--- src/rtl/num_stream_driver.sv ---
// Issues an inclusive sweep of numbers lo..hi to a checker chain and
// tallies the in-order pass/fail results it returns.
module num_stream_driver #(
    parameter int unsigned MAX_OUT = 8
) (
    input  logic        clk,
    input  logic        rst,
    input  logic        start,
    input  logic [31:0] lo,
    input  logic [31:0] hi,
    output logic [31:0] num_o,
    output logic        num_valid,
    input  logic        num_ready,
    input  logic        res_valid,
    input  logic        res_flag,
    output logic        busy,
    output logic        done,
    output logic [31:0] pass_count,
    output logic [31:0] total_count,
    output logic        err
);

    typedef enum logic [1:0] {
        IDLE,
        ISSUE,
        DRAIN,
        DONE
    } state_t;

    state_t      state;
    state_t      state_n;
    logic [31:0] cur;
    logic [31:0] cur_n;
    logic [31:0] hi_q;
    logic [31:0] hi_n;
    logic [31:0] pass_n;
    logic [31:0] total_n;
    logic [3:0]  outst;
    logic [3:0]  outst_n;
    logic        err_n;
    logic        xfer;
    logic        res;

    assign num_o     = cur;
    assign num_valid = (state == ISSUE) && (32'(outst) < MAX_OUT);
    assign busy      = (state == ISSUE) || (state == DRAIN);
    assign done      = (state == DONE);

    always_comb begin
        state_n = state;
        cur_n   = cur;
        hi_n    = hi_q;
        pass_n  = pass_count;
        total_n = total_count;
        err_n   = err;
        xfer    = num_valid && num_ready;
        res     = res_valid && (outst != 4'd0);

        // a result with nothing in flight is a protocol error
        if (res_valid && (outst == 4'd0)) begin
            err_n = 1'b1;
        end
        if (res) begin
            if (total_count != 32'hFFFF_FFFF) begin
                total_n = total_count + 32'd1;
            end
            if (res_flag && (pass_count != 32'hFFFF_FFFF)) begin
                pass_n = pass_count + 32'd1;
            end
        end
        outst_n = outst + {3'b000, xfer} - {3'b000, res};

        unique case (state)
            IDLE, DONE: begin
                if (start) begin
                    err_n   = 1'b0;
                    pass_n  = 32'd0;
                    total_n = 32'd0;
                    outst_n = 4'd0;
                    hi_n    = hi;
                    if (lo <= hi) begin
                        cur_n   = lo;
                        state_n = ISSUE;
                    end else begin
                        state_n = DONE;
                    end
                end
            end
            ISSUE: begin
                if (xfer) begin
                    // stop on hi rather than increment, so cur never wraps
                    if (cur == hi_q) begin
                        state_n = DRAIN;
                    end else begin
                        cur_n = cur + 32'd1;
                    end
                end
            end
            DRAIN: begin
                if (outst_n == 4'd0) begin
                    state_n = DONE;
                end
            end
            default: state_n = IDLE;
        endcase
    end

    always_ff @(posedge clk) begin
        if (rst) begin
            state       <= IDLE;
            cur         <= 32'd0;
            hi_q        <= 32'd0;
            outst       <= 4'd0;
            pass_count  <= 32'd0;
            total_count <= 32'd0;
            err         <= 1'b0;
        end else begin
            state       <= state_n;
            cur         <= cur_n;
            hi_q        <= hi_n;
            outst       <= outst_n;
            pass_count  <= pass_n;
            total_count <= total_n;
            err         <= err_n;
        end
    end

endmodule

--- config.mk ---
export PLATFORM = sky130hd
export DESIGN_NAME = num_stream_driver
export DESIGN_NICKNAME = d
export VERILOG_FILES = /design/src/rtl/num_stream_driver.sv
export SDC_FILE = /design/constraint.sdc
export NUM_CORES = 1
export LEC_CHECK = 0
export CAP_MARGIN = 20
export CORE_MARGIN = 4
export CORE_UTILIZATION = 43
export CTS_CLUSTER_DIAMETER = 40
export DETAILED_ROUTE_END_ITERATION = 10
export GPL_TIMING_DRIVEN = 0
export PLACE_DENSITY = 0.76
export SETUP_SLACK_MARGIN = 0.3
export SYNTH_ARGS = -nofsm -noshare
export SYNTH_HDL_FRONTEND = slang
export SYNTH_SLANG_ARGS = --single-unit
--- constraint.sdc ---
create_clock -name clk -period 3.9 [get_ports clk]
set_clock_uncertainty 0.15 [all_clocks]
set_input_delay 0.78 -clock clk [delete_from_list [all_inputs] [get_ports clk]]
set_output_delay 0.78 -clock clk [all_outputs]
set_load 0.005 [all_outputs]
==> results of run 1 <==
[cell usage after synthesis, types with 8 or more instances]
| library cell | instances |
|---|---|
| o22ai_1 | 10 |
| or3_1 | 14 |
| nand2_1 | 134 |
| clkbuf_1 | 30 |
| nor4_1 | 20 |
| a211oi_1 | 17 |
| a21oi_1 | 84 |
| inv_1 | 58 |
| and4_1 | 11 |
| nand4_1 | 29 |
| o31ai_1 | 9 |
| nand3_1 | 50 |
| dfxtp_1 | 135 |
| a32o_1 | 8 |
| nor2_1 | 78 |
| ha_1 | 43 |
| nor2b_1 | 8 |
| xor2_1 | 59 |
| and3_1 | 17 |
| nor3_1 | 22 |
| o21ai_0 | 44 |
| xnor2_1 | 25 |
[layout by cell type (no fill, tap or decap), types with 3 or more instances in the layout]
cell type / instances
o41ai_1: 4
xor2_1: 59
nand3_1: 49
a21oi_1: 84
nor3b_1: 7
buf_2: 6
dfxtp_1: 135
nor2_1: 77
a32o_1: 8
a21o_1: 7
clkbuf_8: 7
nand2b_1: 3
and2_1: 3
ha_1: 43
mux2i_1: 3
o211ai_1: 4
inv_6: 3
xnor2_1: 24
nand4_1: 29
nor4_1: 18
clkbuf_16: 17
buf_4: 12
or3_1: 14
clkbuf_1: 27
clkdlybuf4s50_1: 168
inv_1: 57
and4_1: 11
a211oi_1: 17
nand2_1: 133
o2bb2ai_1: 3
nor2b_1: 8
nor4_4: 3
bufinv_16: 3
o21ai_0: 43
nor3_1: 22
o31ai_1: 9
and3_1: 17
o22ai_1: 10
[cell type report]
cell class / instances / share of cell area [%]
clock buffers: 19 / 4.14
well taps: 229 / 2.68
plain buffers: 49 / 2.99
repair buffers: 176 / 16.3
flip-flops and latches: 135 / 25.3
clock inverters: 13 / 1.59
inverters: 58 / 2.03
multi-input cells: 758 / 45.0
[worst register-to-register path, stage by stage, from the launching register on]
cell and delay (ps):
dfxtp_1 340, inv_1 80, ha_1 170, clkbuf_8 170, inv_1 90, buf_6 140, clkbuf_8 170, nor2_2 140
nand2_1 80, ha_1 270, inv_1 40, ha_1 200, fa_2 360, xnor2_2 190, nand2_1 100, o21ai_2 230
nand3_2 130, nor4_2 250, a211oi_1 80
[repair_timing]
| action | in CTS | in global routing |
|---|---|---|
| gates resized for setup | 11 | 17 |
| buffers inserted | 2 | 6 |
| hold endpoints to repair | 0 | 0 |
| gates cloned | 0 | 0 |
| pin swaps | 1 | 6 |
| setup endpoints to repair | 35 | 31 |
[state kept, by name, summed over array words and instances (netlist names)]
signal and flops:
hi_q 32, num_o 32, pass_count 32, total_count 32
outst 4, state 2, err 1
[metal layers]
metal	global-route usage, %	part of all wire (%)
met1	34.5	44
met2	37.4	45
met3	5.39	8.6
met4	8.67	2.5
met5	0	0
[worst paths after layout]
check / from / to / slack, ps / depth (start not counted)
worst max-delay path: state[1]$_SDFFE_PP0P_ / state[1]$_SDFFE_PP0P_ / 360 / 18
worst min-delay path: hi_q[8]$_SDFFE_PP0P_ / hi_q[8]$_SDFFE_PP0P_ / 310 / 2
worst max register to register: state[1]$_SDFFE_PP0P_ / state[1]$_SDFFE_PP0P_ / 360 / 18
worst min register to register: hi_q[8]$_SDFFE_PP0P_ / hi_q[8]$_SDFFE_PP0P_ / 310 / 2
[where the power goes]
| part | switching, µW | total, µW | internal (µW) |
|---|---|---|---|
| Combinational | 1490 | 2640 | 1140 |
| Clock | 669 | 1700 | 1030 |
| Sequential | 315 | 1930 | 1610 |
[per-stage QoR]
stage	setup WS, ps	instance area (µm²)
after global placement	-503	9920
final	361	10700
after detailed placement	-512	9920
after floorplan	530	7950
after CTS	281	10600
after global routing	179	10700
[kinds of logic (layout without fill, tap and decap cells)]
group	after synthesis	after routing	share of synthesized area (%)
AO/OA/AOI/OAI	212	212	16.6
buffers and inverters	107	315	6.48
AND/OR/NAND/NOR	415	415	26.3
adder cells (fa/ha/maj)	44	44	7.02
XOR/XNOR	84	84	9.25
flip-flops	135	135	34.0
multiplexers	3	3	0.378
==> summary.txt, run 1 <==
Cells and area
  • P&R area growth vs syn: 34.5%
  • Number of diodes: 0
  • Multi-input gate area: between 0.004 and 0.005 mm²
  • Share of post-route cells with drive strength above 1: under 10%
  • Fill count: approximately 1.7k
  • Register area: 0.00270 mm²
  • Post-route non-filler standard cell count: around 1.4k
  • Final Net Count: around 1.3k
  • Final core utilization: 59.2%

Clock tree
  • Clock tree from TritonCTS: done
  • CTS Sinks: around 140
  • Clock Tree Buf Depth: 2
  • Clk root buf: clkbuf_16
  • Post-CTS Hold Buffers: 0
  • Skew-Pair Late Insertion Delay: between 400 and 500 ps
  • Clock transition at path regs: 60 ps
  • Num CTS Buffers: 17
  • H-Tree Level Count: 4

Worst setup path
  • CP Capture Type: register
  • Critical path class: register to register
  • Crit-path leading delay family: adder cells
  • CP Launch Type: register
  • Slowest CP cell: fa_2
  • Critical path peak fanout: 10
  • Critical-path cell list: inv_1 > ha_1 > clkbuf_8 > inv_1 > buf_6 > clkbuf_8 > nor2_2 > nand2_1 > ha_1 > inv_1 > ha_1 > fa_2 > xnor2_2 > nand2_1 > o21ai_2 > nand3_2 > nor4_2 > a211oi_1
  • Critical Path RT: between 4000 and 5000 ps
  • Critical path's largest stage delay: about 360 ps
  • CP bufs+invs: 6
  • Worst EP arrival: roughly 3700 ps

Die
  • Chip Height: around 140 µm
  • I/O pin count: between 150 and 200
  • Starting Density: a little over two fifths
  • Chip width: between 100 and 150 µm
  • CORE AREA: roughly 0.018 mm²
  • Die area: approximately 0.021 mm²
  • FP Rows: 49

Flow run
  • Max Cap Viol: 0

Synthesis
  • Post-synth top area share: between 30% and 40%
  • Synth Instances: around 1k
  • Seq cells post-synth: about 140
  • Yosys top cell by area: dfxtp_1
  • Synth cell types: 73
  • Syn Area/Cell: about 8 µm²
  • Mapped cell area: between 0.007 and 0.008 mm²
  • Top post-synthesis cells by area: dfxtp_1 (34%), ha_1 (6.8%), xor2_1 (6.5%), nand2_1 (6.3%), a21oi_1 (5.3%)
  • Sequential area share after synthesis: ~34%
  • Ys Warns: 0
  • Synthesized net count: approximately 1.1k
  • Post-synth EDFFs: 0
  • Ys flop type: dfxtp_1
  • Share of synthesized registers carrying an async set or reset: 0%

Pwr
  • Leakage: just over 0.004 µW
  • Pwr dens: between 500 and 600 mW/mm²
  • Max VDD drop: between 0.3 and 0.4 mV
  • Final total power: between 6000 and 7000 µW

Placement
  • Placed Cells: between 1k and 1.5k
  • RD Place Congestion: about 0.95
  • Hpwl dp: roughly 20 mm
  • Port Buf Inserts: ~170

Timing
  • RSZ-0062 raised after global routing: yes
  • TNS Setup: 0 ps
  • Worst hold slack: around 310 ps
  • Tcrit/Tclk final: 90.7%
  • Max Fclk: between 200 and 300 MHz
  • Worst-Margin Slew: about 740 ps
  • Max-slew violation count: 0
  • Min Tclk post-route: around 3500 ps
  • Final setup violation count: 0
  • Final hold vios: 0
  • Slew HR: between 50 and 60%

Drt
  • Avg Vias per Cell: around 5.7
  • Post-route antenna net violation count: 0
  • Routed WL: 26.2 mm
  • DR DRC count: 0
  • Drt pass-1 iters: 8
  • Iter 0 DRT Violations: 750
  • Routed WL per cell: between 15 and 20 µm
  • Routed vias: a little over 8k

Status
  • Status: complete, no violations

GRT
  • First-pass GRT wire length: roughly 40 mm
  • Vias in the first global route: approximately 7.4k
  • Total track usage: between 20 and 25%
  • Largest net degree at the start of global routing: 17
  • Initial antenna violation count: 0
  • GRT overflow: 0

Min path
  • Worst Hold Class: register to register
Note: power is estimated with default switching activity, not from simulation.
==> run 2: changes to the inputs <==
GPL_TIMING_DRIVEN = 1   (was 0)
==> summary.txt, run 2 (same netlist as run 1, synthesis figures left out) <==
Cells and area
  • P&R area growth vs syn: 30.5%
  • Share of post-route cells with drive strength above 1: 6.14% (-1.4 points)
  • Post-route non-filler standard cell count: 1401 (-2.5%)
  • Number of diodes: 0 (unchanged)
  • Final Net Count: 1273 (-2.8%)
  • Multi-input gate area: 0.00475 mm² (-1.4%)
  • Register area: 0.00270 mm² (unchanged)
  • Commonest non-fill, non-tap cells in the layout: clkdlybuf4s50_1 (168), dfxtp_1 (135), nand2_1 (133)
  • Commonest non-fill, non-tap cell in the layout: clkdlybuf4s50_1
  • Fill count: 1654 (-1.0%)

Flow run
  • Max Cap Viol: 0 (unchanged)

Die
  • CORE AREA: 0.0181 mm² (unchanged)
  • FP Rows: 49 (unchanged)
  • Chip Height: 144 µm (unchanged)
  • Starting Density: 44.0% (unchanged)
  • Die area: 0.0207 mm² (unchanged)
  • Chip width: 144 µm (unchanged)
  • I/O pin count: 170 (unchanged)

Clock tree
  • Clock transition at path regs: 60 ps (about the same)
  • Clock tree from TritonCTS: done
  • H-Tree Level Count: 4 (unchanged)
  • Skew-Pair Late Insertion Delay: 430 ps (about the same)
  • CTS Sinks: 135 (unchanged)
  • Clk root buf: clkbuf_16
  • Num CTS Buffers: 17 (unchanged)
  • Clock Tree Buf Depth: 2 (unchanged)

Drt
  • Iter 0 DRT Violations: 882 (+18%)
  • DR DRC count: 0 (unchanged)
  • Avg Vias per Cell: 5.59 (-1.9%)
  • Drt pass-1 iters: 6 (-2)
  • Post-route antenna net violation count: 0 (unchanged)
  • Routed vias: 7830 (-4.3%)
  • Routed WL: 23.7 mm (-9.6%)
  • Routed WL per cell: 16.9 µm (-7.3%)

Worst setup path
  • Critical path peak fanout: 8 (-2)
  • CP Capture Type: register
  • Worst EP arrival: 3560 ps (-110 ps)
  • Depth of the worst register-to-register path: 15 (-3)
  • CP Launch Type: input port
  • FF-to-FF End: state[1]$_SDFFE_PP0P_
  • Critical path class: input port to register
  • R2R Setup Slk: 570 ps (+210 ps)
  • Reg2reg start: outst[3]$_SDFF_PP0_
  • CP startpoint: hi[15]
  • Critical path capture point: num_o[30]$_SDFFE_PP0P_
  • Critical Path RT: 4030 ps (about the same)

GRT
  • Total track usage: 22.9% (-1.7 points)
  • GRT overflow: 0 (unchanged)
  • First-pass GRT wire length: 38.3 mm (-4.7%)
  • Largest net degree at the start of global routing: 66 (+49)
  • Vias in the first global route: 7478 (+0.80%)
  • Initial antenna violation count: 0 (unchanged)

Timing
  • Min Tclk post-route: 3430 ps (-110 ps)
  • Final hold vios: 0 (unchanged)
  • RSZ-0062 raised after global routing: yes
  • Worst-Margin Slew: 824 ps (+80.7 ps)
  • Final setup margin: 471 ps (+110 ps)
  • Slew HR: 44.7% (-5.4 points)
  • Tcrit/Tclk final: 87.9% (-2.8 points)
  • TNS Setup: 0 ps (unchanged)
  • Max-slew violation count: 0 (unchanged)
  • Worst hold slack: 320 ps (+5.94 ps)
  • Final setup violation count: 0 (unchanged)
  • Max Fclk: 292 MHz (+3.2%)

Placement
  • Hpwl dp: 17.2 mm (-12%)
  • Port Buf Inserts: 169 (+0.60%)
  • Placed Cells: 1369 (-2.0%)
  • RD Place Congestion: 0.947 (about the same)
  • Post-Place Worst Slack: 63.8 ps (+576 ps)

Pwr
  • Max VDD drop: 0.347 mV (+7.2%)
  • Final total power: 5820 µW (-7.2%)
  • Leakage: 0.00390 µW (-3.8%)
  • Pwr dens: 560 mW/mm² (-4.3%)

Min path
  • Worst Hold Class: register to register
  • Worst Hold Launch: hi_q[10]$_SDFFE_PP0P_

Status
  • Status: complete, no violations
## run 2: per-layer routing
layer / global-route usage, % / wire [µm] / up-vias
met5: 0 / 0 / -
met4: 6.69 / 400 / 0
met3: 4.93 / 1660 / 26
met2: 35.8 / 10800 / 278
met1: 31.9 / 10800 / 3653
li1: - / - / 3873
## run 2: critical path, cell delays in order
cell,delay [ps]
clkdlybuf4s50_1,480
inv_1,50
ha_1,300
nand4_1,250
nor4_2,490
nor2b_1,110
o311ai_1,160
nor4b_4,350
buf_4,230
a21boi_0,220
o22ai_1,110
## run 2: area by class of cell
cell class	instances	share of cell area [%]
inverter	58	2.10
multi-input combinational	758	45.7
sequential	135	26.0
clock inverter	14	1.42
clock buffer	18	4.13
timing repair buffer	189	17.8
tap	229	2.76
## run 2: timing repair
| action | CTS | global route |
|---|---|---|
| buffers inserted | 0 | 0 |
| setup endpoints to repair | 0 | 9 |
| hold buffers | 0 | 0 |
| gates resized for setup | 0 | 2 |
## run 2: report_power, final
group / internal (µW) / switching [µW]
clock network: 944 / 655
registers: 1610 / 318
logic: 1010 / 1280
total: 3570 / 2250
## run 2: how the worst min path moves through the flow
| stage | slack (ps) | to | depth (start not counted) |
|---|---|---|---|
| floorplan | 300 | hi_q[0]$_SDFFE_PP0P_ | 2 |
| global placement | 300 | err$_SDFF_PP0_ | 2 |
| detailed placement | 310 | hi_q[29]$_SDFFE_PP0P_ | 2 |
| CTS | 320 | hi_q[29]$_SDFFE_PP0P_ | 2 |
| global route | 340 | hi_q[22]$_SDFFE_PP0P_ | 2 |
| finish | 320 | hi_q[10]$_SDFFE_PP0P_ | 2 |
## run 2: per-stage QoR
| stage | util, % | area (µm²) |
|---|---|---|
| floorplan | - | 7950 |
| global placement | 54.2 | 9810 |
| detailed placement | 54.2 | 9810 |
| CTS | 57.4 | 10400 |
| global route | 57.4 | 10400 |
| finish | 57.4 | 10400 |
